[config.mk]
export PLATFORM = sky130hd
export DESIGN_NAME = timekeeper_ctrl_flat
export DESIGN_NICKNAME = d
export VERILOG_FILES = /design/src/rtl/donghoso_pkg.sv /design/src/rtl/timekeeper_ctrl_if.sv /design/src/rtl/mod_counter.sv /design/src/rtl/timekeeper_ctrl.sv /design/src/flat_wrapper.sv
export SDC_FILE = /design/constraint.sdc
export NUM_CORES = 1
export LEC_CHECK = 0
export CAP_MARGIN = 0
export CORE_UTILIZATION = 27
export DETAILED_ROUTE_END_ITERATION = 10
export DONT_BUFFER_PORTS = 1
export SLEW_MARGIN = 30
export SYNTH_ARGS = -nofsm -noshare
export SYNTH_HDL_FRONTEND = slang
export SYNTH_SLANG_ARGS = --single-unit
[constraint.sdc]
create_clock -name clk -period 2 [get_ports clk]
set_input_delay 0.3 -clock clk [delete_from_list [all_inputs] [get_ports clk]]
set_output_delay 0.3 -clock clk [all_outputs]
set_load 0.01 [all_outputs]
[src/rtl/donghoso_pkg.sv]
// Shared types and constants for the digital-clock time base.
package donghoso_pkg;

  // Value of each state is the field_sel code presented to the display driver.
  typedef enum logic [1:0] {
    StRun   = 2'd0,
    StSetHh = 2'd1,
    StSetMm = 2'd2,
    StSetSs = 2'd3
  } state_e;

  localparam int unsigned HOUR_W  = 5;
  localparam int unsigned MIN_W   = 6;
  localparam int unsigned SEC_W   = 6;
  localparam int unsigned SEC_MAX = 59;
  localparam int unsigned MIN_MAX = 59;

  // btn_mode walks RUN -> HH -> MM -> SS -> RUN.
  function automatic state_e next_field(input state_e s);
    case (s)
      StRun:   return StSetHh;
      StSetHh: return StSetMm;
      StSetMm: return StSetSs;
      default: return StRun;
    endcase
  endfunction

endpackage

[src/rtl/timekeeper_ctrl_if.sv]
// Tick/button inputs and time/display outputs of the timekeeper controller.
interface timekeeper_ctrl_if;
  import donghoso_pkg::*;

  logic              tick_1hz;
  logic              btn_mode;
  logic              btn_inc;
  logic [HOUR_W-1:0] hours;
  logic [MIN_W-1:0]  minutes;
  logic [SEC_W-1:0]  seconds;
  logic [1:0]        field_sel;
  logic              blink;
  logic              day_pulse;

  // master: divider/buttons side and display consumer; slave: the controller.
  modport master (
    output tick_1hz, btn_mode, btn_inc,
    input  hours, minutes, seconds, field_sel, blink, day_pulse
  );

  modport slave (
    input  tick_1hz, btn_mode, btn_inc,
    output hours, minutes, seconds, field_sel, blink, day_pulse
  );

endinterface

[src/rtl/mod_counter.sv]
// Modulo-(MAX+1) counter with synchronous clear; wrap flags the inc that rolls over.
module mod_counter #(
  parameter int unsigned WIDTH = 6,
  parameter int unsigned MAX   = 59
) (
  input  logic             clk,
  input  logic             reset_n,
  input  logic             inc,
  input  logic             clr,
  output logic [WIDTH-1:0] value,
  output logic             wrap
);

  logic [WIDTH-1:0] value_q, value_d;

  assign wrap  = inc && (value_q == WIDTH'(MAX));
  assign value = value_q;

  // Next value: clear dominates, otherwise step and roll over at MAX.
  always_comb begin
    value_d = value_q;
    if (clr) begin
      value_d = '0;
    end else if (inc) begin
      value_d = wrap ? '0 : value_q + WIDTH'(1);
    end
  end

  // Counter register.
  always_ff @(posedge clk or negedge reset_n) begin
    if (!reset_n) begin
      value_q <= '0;
    end else begin
      value_q <= value_d;
    end
  end

endmodule

[src/rtl/timekeeper_ctrl.sv]
// hh:mm:ss time base with a set-mode FSM, blink and set-mode timeout.
module timekeeper_ctrl
  import donghoso_pkg::*;
#(
  parameter int unsigned HOUR_MAX    = 23,
  parameter int unsigned SET_TIMEOUT = 30
) (
  input logic              clk,
  input logic              reset_n,
  timekeeper_ctrl_if.slave bus
);

  localparam int unsigned TO_W = (SET_TIMEOUT > 1) ? $clog2(SET_TIMEOUT + 1) : 1;

  state_e          state_q, state_d;
  logic            blink_q, blink_d;
  logic            day_q, day_d;
  logic [TO_W-1:0] to_q, to_d;

  logic              in_run, btn_any, to_expire;
  logic              sec_inc, sec_clr, min_inc, hour_inc;
  logic              sec_wrap, min_wrap, hour_wrap;
  logic [HOUR_W-1:0] hours_val;
  logic [MIN_W-1:0]  min_val;
  logic [SEC_W-1:0]  sec_val;

  assign in_run  = (state_q == StRun);
  assign btn_any = bus.btn_mode || bus.btn_inc;

  // Carries ripple only in RUN; in set states btn_inc drives the selected field alone.
  assign sec_inc  = in_run && bus.tick_1hz;
  assign sec_clr  = (state_q == StSetSs) && bus.btn_inc;
  assign min_inc  = in_run ? sec_wrap : ((state_q == StSetMm) && bus.btn_inc);
  assign hour_inc = in_run ? min_wrap : ((state_q == StSetHh) && bus.btn_inc);

  // A button pulse restarts the timeout, so it also suppresses expiry on that cycle.
  assign to_expire = (SET_TIMEOUT != 0) && !in_run && !btn_any && bus.tick_1hz &&
                     (to_q == TO_W'(SET_TIMEOUT - 1));

  mod_counter #(.WIDTH(SEC_W), .MAX(SEC_MAX)) u_sec (
    .clk     (clk),
    .reset_n (reset_n),
    .inc     (sec_inc),
    .clr     (sec_clr),
    .value   (sec_val),
    .wrap    (sec_wrap)
  );

  mod_counter #(.WIDTH(MIN_W), .MAX(MIN_MAX)) u_min (
    .clk     (clk),
    .reset_n (reset_n),
    .inc     (min_inc),
    .clr     (1'b0),
    .value   (min_val),
    .wrap    (min_wrap)
  );

  mod_counter #(.WIDTH(HOUR_W), .MAX(HOUR_MAX)) u_hour (
    .clk     (clk),
    .reset_n (reset_n),
    .inc     (hour_inc),
    .clr     (1'b0),
    .value   (hours_val),
    .wrap    (hour_wrap)
  );

  // Next state, timeout counter, blink and day pulse.
  always_comb begin
    state_d = state_q;
    to_d    = to_q;
    if (bus.btn_mode) begin
      state_d = next_field(state_q);
    end else if (to_expire) begin
      state_d = StRun;
    end

    if (in_run || btn_any || to_expire) begin
      to_d = '0;
    end else if (bus.tick_1hz) begin
      to_d = to_q + TO_W'(1);
    end

    // Toggle only on ticks seen in a set state; anything landing in RUN shows solid.
    blink_d = (state_d == StRun) ? 1'b0 : (blink_q ^ (!in_run && bus.tick_1hz));
    day_d   = in_run && hour_wrap;
  end

  // State and flag registers.
  always_ff @(posedge clk or negedge reset_n) begin
    if (!reset_n) begin
      state_q <= StRun;
      to_q    <= '0;
      blink_q <= 1'b0;
      day_q   <= 1'b0;
    end else begin
      state_q <= state_d;
      to_q    <= to_d;
      blink_q <= blink_d;
      day_q   <= day_d;
    end
  end

  assign bus.hours     = hours_val;
  assign bus.minutes   = min_val;
  assign bus.seconds   = sec_val;
  assign bus.field_sel = state_q;
  assign bus.blink     = blink_q;
  assign bus.day_pulse = day_q;

endmodule

[src/flat_wrapper.sv]
// flat-port wrapper written by rule: the top's interface ports become plain ports
module timekeeper_ctrl_flat import donghoso_pkg::*;
#(
  parameter int unsigned HOUR_MAX    = 23,
  parameter int unsigned SET_TIMEOUT = 30
)
  (clk, reset_n, bus_tick_1hz, bus_btn_mode, bus_btn_inc, bus_hours, bus_minutes, bus_seconds, bus_field_sel, bus_blink, bus_day_pulse);
  timekeeper_ctrl_if bus_i ();
  input logic clk;
  input logic reset_n;
  input wire logic [$bits(bus_i.tick_1hz)-1:0] bus_tick_1hz;
  input wire logic [$bits(bus_i.btn_mode)-1:0] bus_btn_mode;
  input wire logic [$bits(bus_i.btn_inc)-1:0] bus_btn_inc;
  output wire logic [$bits(bus_i.hours)-1:0] bus_hours;
  output wire logic [$bits(bus_i.minutes)-1:0] bus_minutes;
  output wire logic [$bits(bus_i.seconds)-1:0] bus_seconds;
  output wire logic [$bits(bus_i.field_sel)-1:0] bus_field_sel;
  output wire logic [$bits(bus_i.blink)-1:0] bus_blink;
  output wire logic [$bits(bus_i.day_pulse)-1:0] bus_day_pulse;
  assign bus_i.tick_1hz = bus_tick_1hz;
  assign bus_i.btn_mode = bus_btn_mode;
  assign bus_i.btn_inc = bus_btn_inc;
  assign bus_hours = bus_i.hours;
  assign bus_minutes = bus_i.minutes;
  assign bus_seconds = bus_i.seconds;
  assign bus_field_sel = bus_i.field_sel;
  assign bus_blink = bus_i.blink;
  assign bus_day_pulse = bus_i.day_pulse;
  timekeeper_ctrl #(.HOUR_MAX(HOUR_MAX), .SET_TIMEOUT(SET_TIMEOUT)) u_core (.clk(clk), .reset_n(reset_n), .bus(bus_i));
endmodule
==> metrics.sh, run 1 <==
FLOORPLAN.IO_PINS=26
WORST_SETUP_PATH_END_KIND='register'
SYNTH_MOST_COMMON_CELL='sky130_fd_sc_hd__dfrtp_1'
CTS_ROOT_BUF='sky130_fd_sc_hd__clkbuf_8'
MAX_CAPACITANCE_VIOLATION_TOTAL=0
NUMPORTBUFFERS=0
SHARE_OF_FINAL_LAYOUT_STANDARD_CELLS_STRONGER_THAN_DRIVE_STRENGTH_1_PCT=17.6
GLOBAL_ROUTE.USAGE.TOTAL_PCT=11.9
ROUTE.VIAS.TOTAL=1160
TIMING_MAX_TRANSITION_VIOLATIONS_FINAL=0
YOSYS_WARNINGS=0
DIE_AREA_UM2=5780
REGISTER_AREA_UM2=651
TIMING.FINAL.CRIT_SHARE_PCT=92.0
FLOORPLAN.DIE.WIDTH_UM=76.0
SYN_AREA_UM2=1480
WORST_HOLD_SLACK_NS=0.0977
CRIT_PATH_MAX_FANOUT=5
LAYOUT.FILLER_CELLS=550
HOLDCRITPATHCLASS='input port to register'
ANTENNA_FOUND_INITIAL=0
SYNTH-MAIN-FF-CELL='sky130_fd_sc_hd__dfrtp_1'
INSERTION_DELAY_NS=0.27
WORST_IR_DROP_VDD_V=0.000541
SYNTH.FF_LATCH_COUNT=26
FINCLKSKEW_NS=0.00491
CLOCK_TREE.BUFFER_DEPTH=2
DPL.HPWL_MM=2.38
POWER_DENSITY_nW_PER_UM2=1140
ROUTE.DETAILED.WL_PER_INST_UM=13.7
GRT_PASS1_WL_MM=5.55
WORST-SETUP-PATH-TYPE='register to register'
POST_SYNTH.CELL_AREA_AVG_UM2=10.1
UTILIZATION_PCT=33.5
YS_SEQ_AREA_SHARE_PCT=44.0
DRT_FIRST_ITER_VIOLATIONS=76
CTSHTREEMAXLEVEL=1
NUMBER_OF_OPTIMIZATION_ITERATIONS_IN_THE_FIRST_DETAILED_ROUTE_PASS=4
CLOCK_PIN_SLEW_ON_THE_WORST_SETUP_AND_HOLD_PATHS_NS=0.09
CTS_TREE='done'
DESIGN.CORE.AREA_UM2=5200
N_ANTENNA_CELL=0
LAYOUT-AREA-OVERHEAD-VS-SYNTH_PCT=17.7
GRT_START_MAX_NET_PINS=27
REMAINING_DRC_ERRORS=0
POST_SYNTH_MOST_FREQUENT_CELLS='26 x sky130_fd_sc_hd__dfrtp_1, 18 x sky130_fd_sc_hd__nand2_1, 14 x sky130_fd_sc_hd__o21ai_0'
SYNTHESIS.NETS=162
PERIOD_NEEDED_NS=1.84
ANTENNA_LEFT=0
SYNTH-EDFF-COUNT=0
FINALWIRELENGTH_MM=3.23
POST_CTS.RESIZED_INSTANCES=0
RELSLEWSLACK_PCT=62.6
DATA_ARRIVAL_CRITICAL_PATH_NS=2.01
CLOCK_SINKS=26
POST-SYNTH-TOP-AREA-CELL='sky130_fd_sc_hd__dfrtp_1'
NETLIST_INSTANCES=147
PLACE.DETAILED.INSTANCES=229
CTS-BUFFERS-INSERTED=3
P_LEAK_nW=0.766
FINAL_CELL_COUNT_NO_FILL=235
GP_CONGESTION=0.763
STATUS='completed'
TIMING_WORST_SLEW_PIN_VALUE_NS=0.555
NETS=181
VIASPERCELL=4.94
ASYNC_FLOP_SHARE_PCT=100
INITIAL_CORE_UTIL_PCT=28.4
FP.DIEH_UM=76.0
CTS_POST_SETUP_BUFFERS_INSERTED=0
TOTAL_POWER_mW=1.98
CRIT_PATH_START_KIND='register'
SETUP_VIOL_COUNT_FINAL=0
TOTALNEGATIVESETUPSLACK_NS=0
POST-SYNTH-TOP-AREA-FRACTION_PCT=44.0
MAX_FREQ_MHz=543
POST_SYNTH_NUM_CELL_TYPES=42
FINAL_HOLD_VIOL_COUNT=0
GRT_OVERFLOW_TOTAL=0
VIA_COUNT_OF_THE_FIRST_GLOBAL_ROUTING_PASS=1089
FLOORPLAN.ROWS=26
GRT_SETUP_UNREPAIRED='no'
YS_TOP_CELLS_BY_AREA='sky130_fd_sc_hd__dfrtp_1 44%, sky130_fd_sc_hd__ha_1 8.5%, sky130_fd_sc_hd__o21ai_0 4.7%'
CRIT_REQUIRED_NS=2.17
AREA_TAKEN_BY_MULTI_INPUT_LOGIC_GATES_UM2=798
[where the power goes]
group | leakage, nW | switching, mW | internal (mW)
combinational | 0.392 | 0.445 | 0.377
sequential | 0.345 | 0.153 | 0.657
clock | 0.0288 | 0.170 | 0.176
[registers in the layout (all words and copies together), names as in the netlist]
register,cells
u_core.bus.blink,1
u_core.bus.day_pulse,1
u_core.bus.field_sel,2
u_core.to_q,5
u_core.u_hour.value,5
u_core.u_min.value,6
u_core.u_sec.value,6
[per-stage QoR]
| step | setup slack [ns] | area [um2] |
|---|---|---|
| after floorplan | 0.0685 | 1480 |
| after global placement | 0.216 | 1660 |
| after detailed placement | 0.171 | 1660 |
| after CTS | 0.153 | 1740 |
| after global routing | 0.0414 | 1740 |
| final | 0.159 | 1740 |
[worst max-delay path: stages (launching register included)]
cell	delay [ns]
sky130_fd_sc_hd__dfrtp_1	0.38
sky130_fd_sc_hd__inv_1	0.12
sky130_fd_sc_hd__ha_1	0.23
sky130_fd_sc_hd__nand4_4	0.12
sky130_fd_sc_hd__nor4_4	0.39
sky130_fd_sc_hd__o2111ai_1	0.18
sky130_fd_sc_hd__mux2_4	0.32
[worst paths after layout]
check | cells after the start | slack [ns] | to | from
hold / removal | 1 | 0.1 | u_core.bus.blink$_DFF_PN0_ | bus_btn_mode
hold reg to reg | 2 | 0.56 | u_core.to_q[4]$_DFFE_PN0P_ | u_core.to_q[4]$_DFFE_PN0P_
setup / recovery | 6 | 0.16 | u_core.u_hour.value[3]$_DFFE_PN0P_ | u_core.bus.field_sel[0]$_DFF_PN0_
max in group asynchronous | 2 | 1.39 | u_core.to_q[2]$_DFFE_PN0P_ | reset_n
setup reg to reg | 6 | 0.16 | u_core.u_hour.value[3]$_DFFE_PN0P_ | u_core.bus.field_sel[0]$_DFF_PN0_
min in group asynchronous | 2 | 0.46 | u_core.bus.field_sel[0]$_DFF_PN0_ | reset_n
[kinds of logic after synthesis]
family / after synthesis / synth area share (%)
AND/OR/NAND/NOR: 57 / 21.6
AO/OA/AOI/OAI: 36 / 15.6
flip-flops: 26 / 44.0
adder cells (fa/ha/maj): 10 / 8.45
XOR/XNOR: 7 / 4.14
buffers and inverters: 6 / 2.11
multiplexers: 5 / 4.06
[layout make-up]
type	count	area share, %
clock buffers	4	3.16
multi-input cells	115	45.8
well taps	70	5.03
repair buffers	16	7.76
flip-flops and latches	26	37.4
inverters	4	0.862
[layer usage]
layer / track usage, % / share of wire [%] / routed length (um)
met4: 2.31 / 0.53 / 17
met1: 16.5 / 47 / 1530
met3: 5.03 / 8.3 / 268
met5: 0 / 0 / 0
met2: 17.4 / 44 / 1410
[cells in the final DEF (no fill, tap or decap), types with 2 or more instances in the layout]
cell type                    n
sky130_fd_sc_hd__dfrtp_1    26
sky130_fd_sc_hd__nand2_1    18
sky130_fd_sc_hd__o21ai_0    14
sky130_fd_sc_hd__buf_4      14
sky130_fd_sc_hd__nor2_1     11
sky130_fd_sc_hd__ha_1       10
sky130_fd_sc_hd__nand3_1     6
sky130_fd_sc_hd__a21oi_1     5
sky130_fd_sc_hd__inv_1       4
sky130_fd_sc_hd__xor2_1      4
sky130_fd_sc_hd__clkbuf_8    4
sky130_fd_sc_hd__nor3_1      3
sky130_fd_sc_hd__nor2b_1     3
sky130_fd_sc_hd__xnor2_1     3
sky130_fd_sc_hd__a211oi_1    3
sky130_fd_sc_hd__nand4_1     3
sky130_fd_sc_hd__mux2_2      3
sky130_fd_sc_hd__nand3b_1    2
sky130_fd_sc_hd__o211ai_1    2
sky130_fd_sc_hd__o31ai_1     2
sky130_fd_sc_hd__o2111ai_1   2
[timing repair]
item | 4_1_cts | 5_1_grt
endpoints found under the hold margin | 26 | 0
hold buffers | 2 | 0
setup endpoints to repair | 0 | 0
(Power assumes the default switching activity.)
==> run 2: changes to the inputs <==
SYNTH_HIERARCHICAL = 1   (was unset)
==> run 2 against run 1 <==
  * Register-to-register slack worse by 0.08 ns
  * Critical path type unchanged
  * Sequential power decreased by 17%
  * Combinational power is 18% lower
  * Global-route usage down 0.57 points
==> metrics.sh, run 2 <==
N_ANTENNA_CELL=0  # unchanged
PLACE.DETAILED.INSTANCES=248  # was 229
ROUTE.DETAILED.WL_PER_INST_UM=12.2  # was 13.7 um
DESIGN.CORE.AREA_UM2=5270  # was 5200 um2
TOTALNEGATIVESETUPSLACK_NS=0  # unchanged
POST-SYNTH-TOP-AREA-CELL='sky130_fd_sc_hd__dfrtp_1'  # unchanged
ROUTE.VIAS.TOTAL=1147  # was 1160
SETUP_VIOL_COUNT_FINAL=0  # unchanged
HOLDCRITSTARTPOINT='bus_tick_1hz'  # was bus_btn_mode
CRIT_REQUIRED_NS=2.17  # about the same
CRIT_PATH_MAX_FANOUT=8  # was 5
VIASPERCELL=4.50  # was 4.94
WORST_SETUP_PATH_END_KIND='register'  # unchanged
CLOCK_TREE.BUFFER_DEPTH=2  # unchanged
SYN_AREA_UM2=1520  # was 1480 um2
GRT_OVERFLOW_TOTAL=0  # unchanged
INITIAL_CORE_UTIL_PCT=28.9  # was 28.4%
STATUS='completed'  # unchanged
PWR-SHARE-SEQ_PCT=39.5  # was 40.9%
VIA_COUNT_OF_THE_FIRST_GLOBAL_ROUTING_PASS=1099  # was 1089
NUMBER_OF_OPTIMIZATION_ITERATIONS_IN_THE_FIRST_DETAILED_ROUTE_PASS=4  # unchanged
SYNTH.FF_LATCH_COUNT=26  # unchanged
NETLIST_INSTANCES=155  # was 147
CTSHTREEMAXLEVEL=1  # unchanged
MOSTFREQUENTLAYOUTCELLS='24 x sky130_fd_sc_hd__dfrtp_1, 16 x sky130_fd_sc_hd__buf_4, 15 x sky130_fd_sc_hd__nand2_1'  # was 26 x sky130_fd_sc_hd__dfrtp_1, 18 x sky130_fd_sc_hd__nand2_1, 14 x sky130_fd_sc_hd__o21ai_0, 14 x sky130_fd_sc_hd__buf_4, 11 x sky130_fd_sc_hd__nor2_1
MAX_FREQ_MHz=521  # was 543 MHz
YS_TOP_CELLS_BY_AREA='sky130_fd_sc_hd__dfrtp_1 43%, sky130_fd_sc_hd__ha_1 7.4%, sky130_fd_sc_hd__nand2_1 3.7%'  # was sky130_fd_sc_hd__dfrtp_1 44%, sky130_fd_sc_hd__ha_1 8.5%, sky130_fd_sc_hd__o21ai_0 4.7%
GRT_START_MAX_NET_PINS=27  # unchanged
WORST_HOLD_SLACK_NS=0.0956  # was 0.0977 ns
FINAL_HOLD_VIOL_COUNT=0  # unchanged
HOLDCRITPATHCLASS='input port to register'  # unchanged
TOTAL_POWER_mW=1.69  # was 1.98 mW
DETAILEDPLACE.WORSTSLACK_NS=0.0409  # was 0.171 ns
POST_SYNTH.CELL_AREA_AVG_UM2=9.82  # was 10.1 um2
GLOBAL_ROUTE.USAGE.TOTAL_PCT=11.4  # was 11.9%
CLOCK_PIN_SLEW_ON_THE_WORST_SETUP_AND_HOLD_PATHS_NS=0.09  # about the same
SYNTH_MOST_COMMON_CELL='sky130_fd_sc_hd__dfrtp_1'  # unchanged
CLKPWRFRAC_PCT=20.8  # was 17.5%
TOTAL_SWITCHING_POWER_mW=0.606  # was 0.768 mW
REMAINING_DRC_ERRORS=0  # unchanged
POST-SYNTH-TOP-AREA-FRACTION_PCT=42.8  # was 44.0%
ASYNC_FLOP_SHARE_PCT=100  # unchanged
TIMING.FINAL.CRIT_SHARE_PCT=96.0  # was 92.0%
P_LEAK_nW=0.780  # was 0.766 nW
DPL.HPWL_MM=2.29  # was 2.38 mm
YOSYS_WARNINGS=6  # was 0
REGISTER_AREA_UM2=653  # was 651 um2
FLOORPLAN.DIE.WIDTH_UM=77.1  # was 76.0 um
SYNTH-EDFF-COUNT=0  # unchanged
CTS_ROOT_BUF='sky130_fd_sc_hd__clkbuf_8'  # unchanged
POWER.COMBINATIONAL.FRACTION_PCT=39.7  # was 41.6%
FLOORPLAN.ROWS=26  # unchanged
SETUP_WS_NS=0.0797  # was 0.159 ns
FINALWIRELENGTH_MM=3.11  # was 3.23 mm
NUMPORTBUFFERS=0  # unchanged
SHARE_OF_FINAL_LAYOUT_STANDARD_CELLS_STRONGER_THAN_DRIVE_STRENGTH_1_PCT=23.2  # was 17.6%
SYNTH-MAIN-FF-CELL='sky130_fd_sc_hd__dfrtp_1'  # unchanged
NETS=200  # was 181
POST_SYNTH_MOST_FREQUENT_CELLS='26 x sky130_fd_sc_hd__dfrtp_1, 15 x sky130_fd_sc_hd__nand2_1, 12 x sky130_fd_sc_hd__nor2_1'  # was 26 x sky130_fd_sc_hd__dfrtp_1, 18 x sky130_fd_sc_hd__nand2_1, 14 x sky130_fd_sc_hd__o21ai_0
FINCLKSKEW_NS=0.00351  # was 0.00491 ns
AREA_TAKEN_BY_MULTI_INPUT_LOGIC_GATES_UM2=893  # was 798 um2
DATA_ARRIVAL_CRITICAL_PATH_NS=2.09  # was 2.01 ns
GP_CONGESTION=0.757  # was 0.763
DIE_AREA_UM2=5940  # was 5780 um2
WORSTSETUPSTARTPOINT='u_core/bus.field_sel[1]$_DFF_PN0_'  # was u_core.bus.field_sel[0]$_DFF_PN0_
FP.DIEH_UM=77.1  # was 76.0 um
GRT_SETUP_UNREPAIRED='yes'  # was no
CRIT_PATH_START_KIND='register'  # unchanged
TIMING_MAX_TRANSITION_VIOLATIONS_FINAL=0  # unchanged
P_INT_mW=1.09  # was 1.21 mW
INSERTION_DELAY_NS=0.27  # about the same
ANTENNA_FOUND_INITIAL=0  # unchanged
CTS_TREE='done'  # unchanged
MAX_CAPACITANCE_VIOLATION_TOTAL=0  # unchanged
YS_SEQ_AREA_SHARE_PCT=42.8  # was 44.0%
WORST-SETUP-PATH-TYPE='register to register'  # unchanged
REGTOREGSTARTPOINT='u_core/bus.field_sel[1]$_DFF_PN0_'  # was u_core.bus.field_sel[0]$_DFF_PN0_
DRT_FIRST_ITER_VIOLATIONS=36  # was 76
WORST_IR_DROP_VDD_V=0.000361  # was 0.000541 V
POST_SYNTH_NUM_CELL_TYPES=41  # was 42
LAYOUT.FILLER_CELLS=550  # unchanged
FINAL_CELL_COUNT_NO_FILL=255  # was 235
FLOORPLAN.IO_PINS=26  # unchanged
ANTENNA_LEFT=0  # unchanged
LAYOUT-AREA-OVERHEAD-VS-SYNTH_PCT=22.2  # was 17.7%
CTS-BUFFERS-INSERTED=3  # unchanged
PERIOD_NEEDED_NS=1.92  # was 1.84 ns
GRT_PASS1_WL_MM=5.26  # was 5.55 mm
CLOCK_SINKS=26  # unchanged
FINAL_COMMON_CELL='sky130_fd_sc_hd__dfrtp_1'  # unchanged
SWITCHING_SHARE_PCT=35.8  # was 38.8%
POWER_DENSITY_nW_PER_UM2=910  # was 1140 nW/um2
run 2: area by class of cell:
| type | instances | share of cell area [%] |
|---|---|---|
| clock buffers | 4 | 2.96 |
| inverters | 4 | 1.08 |
| multi-input cells | 133 | 48.0 |
| flip-flops and latches | 26 | 35.1 |
| well taps | 70 | 4.71 |
| repair buffers | 18 | 8.08 |
run 2: cells by family after synthesis:
family / Yosys count / synth area share, %
buffers and inverters: 9 / 3.86
DFF: 26 / 42.8
other: 1 / 0.246
xor gates and xnor gates: 5 / 2.88
muxes: 5 / 3.29
adders and majority gates: 9 / 7.40
and+or+nand+nor: 67 / 24.5
AOI/OAI and AO/OA: 33 / 15.1
run 2: per-layer routing:
layer / part of all wire (%) / vias to the layer above / track usage [%]
met3: 8.4 / 4 / 5.24
met4: 1.2 / 0 / 3.96
li1: - / 602 / -
met1: 46 / 520 / 13.9
met2: 44 / 21 / 17.5
met5: 0 / - / 0
run 2: critical path: stages, from the launching register on:
cell	delay, ns
sky130_fd_sc_hd__dfrtp_2	0.43
sky130_fd_sc_hd__inv_4	0.07
sky130_fd_sc_hd__ha_4	0.12
sky130_fd_sc_hd__and2_4	0.13
sky130_fd_sc_hd__nand3b_1	0.08
sky130_fd_sc_hd__nor2_1	0.09
sky130_fd_sc_hd__nand2_1	0.07
sky130_fd_sc_hd__o21ai_2	0.07
sky130_fd_sc_hd__nand3b_1	0.11
sky130_fd_sc_hd__nor2_1	0.10
sky130_fd_sc_hd__nand2_1	0.05
sky130_fd_sc_hd__o21ai_1	0.07
sky130_fd_sc_hd__buf_4	0.17
sky130_fd_sc_hd__nand4_1	0.11
sky130_fd_sc_hd__mux2i_1	0.14
run 2: final timing paths:
| path | endpoint | slack [ns] | depth (start not counted) |
|---|---|---|---|
| setup reg to reg | u_core/u_hour/value[3]$_DFFE_PN0P_ | 0.08 | 14 |
| max in group asynchronous | u_core/bus.field_sel[1]$_DFF_PN0_ | 1.38 | 2 |
| hold reg to reg | u_core/to_q[4]$_DFFE_PN0P_ | 0.55 | 2 |
| setup / recovery | u_core/u_hour/value[3]$_DFFE_PN0P_ | 0.08 | 14 |
| hold / removal | u_core/to_q[1]$_DFFE_PN0P_ | 0.1 | 1 |
| min in group asynchronous | u_core/u_min/value[3]$_DFFE_PN0P_ | 0.45 | 2 |
run 2: timing repair:
| item | in CTS | in global routing |
|---|---|---|
| setup buffers | 0 | 1 |
| endpoints found under the hold margin | 26 | 0 |
| hold buffers | 2 | 0 |
| setup endpoints to repair | 0 | 7 |
| resized for setup | 0 | 4 |
run 2: power by group through the flow:
stage / registers [mW] / clock network [mW] / logic [mW]
2_1_floorplan: 0.733 / 0 / 0.409
3_3_place_gp: 0.671 / 0 / 0.636
3_5_place_dp: 0.674 / 0 / 0.639
4_1_cts: 0.663 / 0.369 / 0.659
5_1_grt: 0.679 / 0.387 / 0.753
6_report: 0.669 / 0.352 / 0.672
run 2: per-stage QoR:
step | area, um2 | util, %
2_1_floorplan | 1600 | -
3_3_place_gp | 1750 | 33.3
3_5_place_dp | 1750 | 33.3
4_1_cts | 1840 | 34.9
5_1_grt | 1860 | 35.3
6_report | 1860 | 35.3
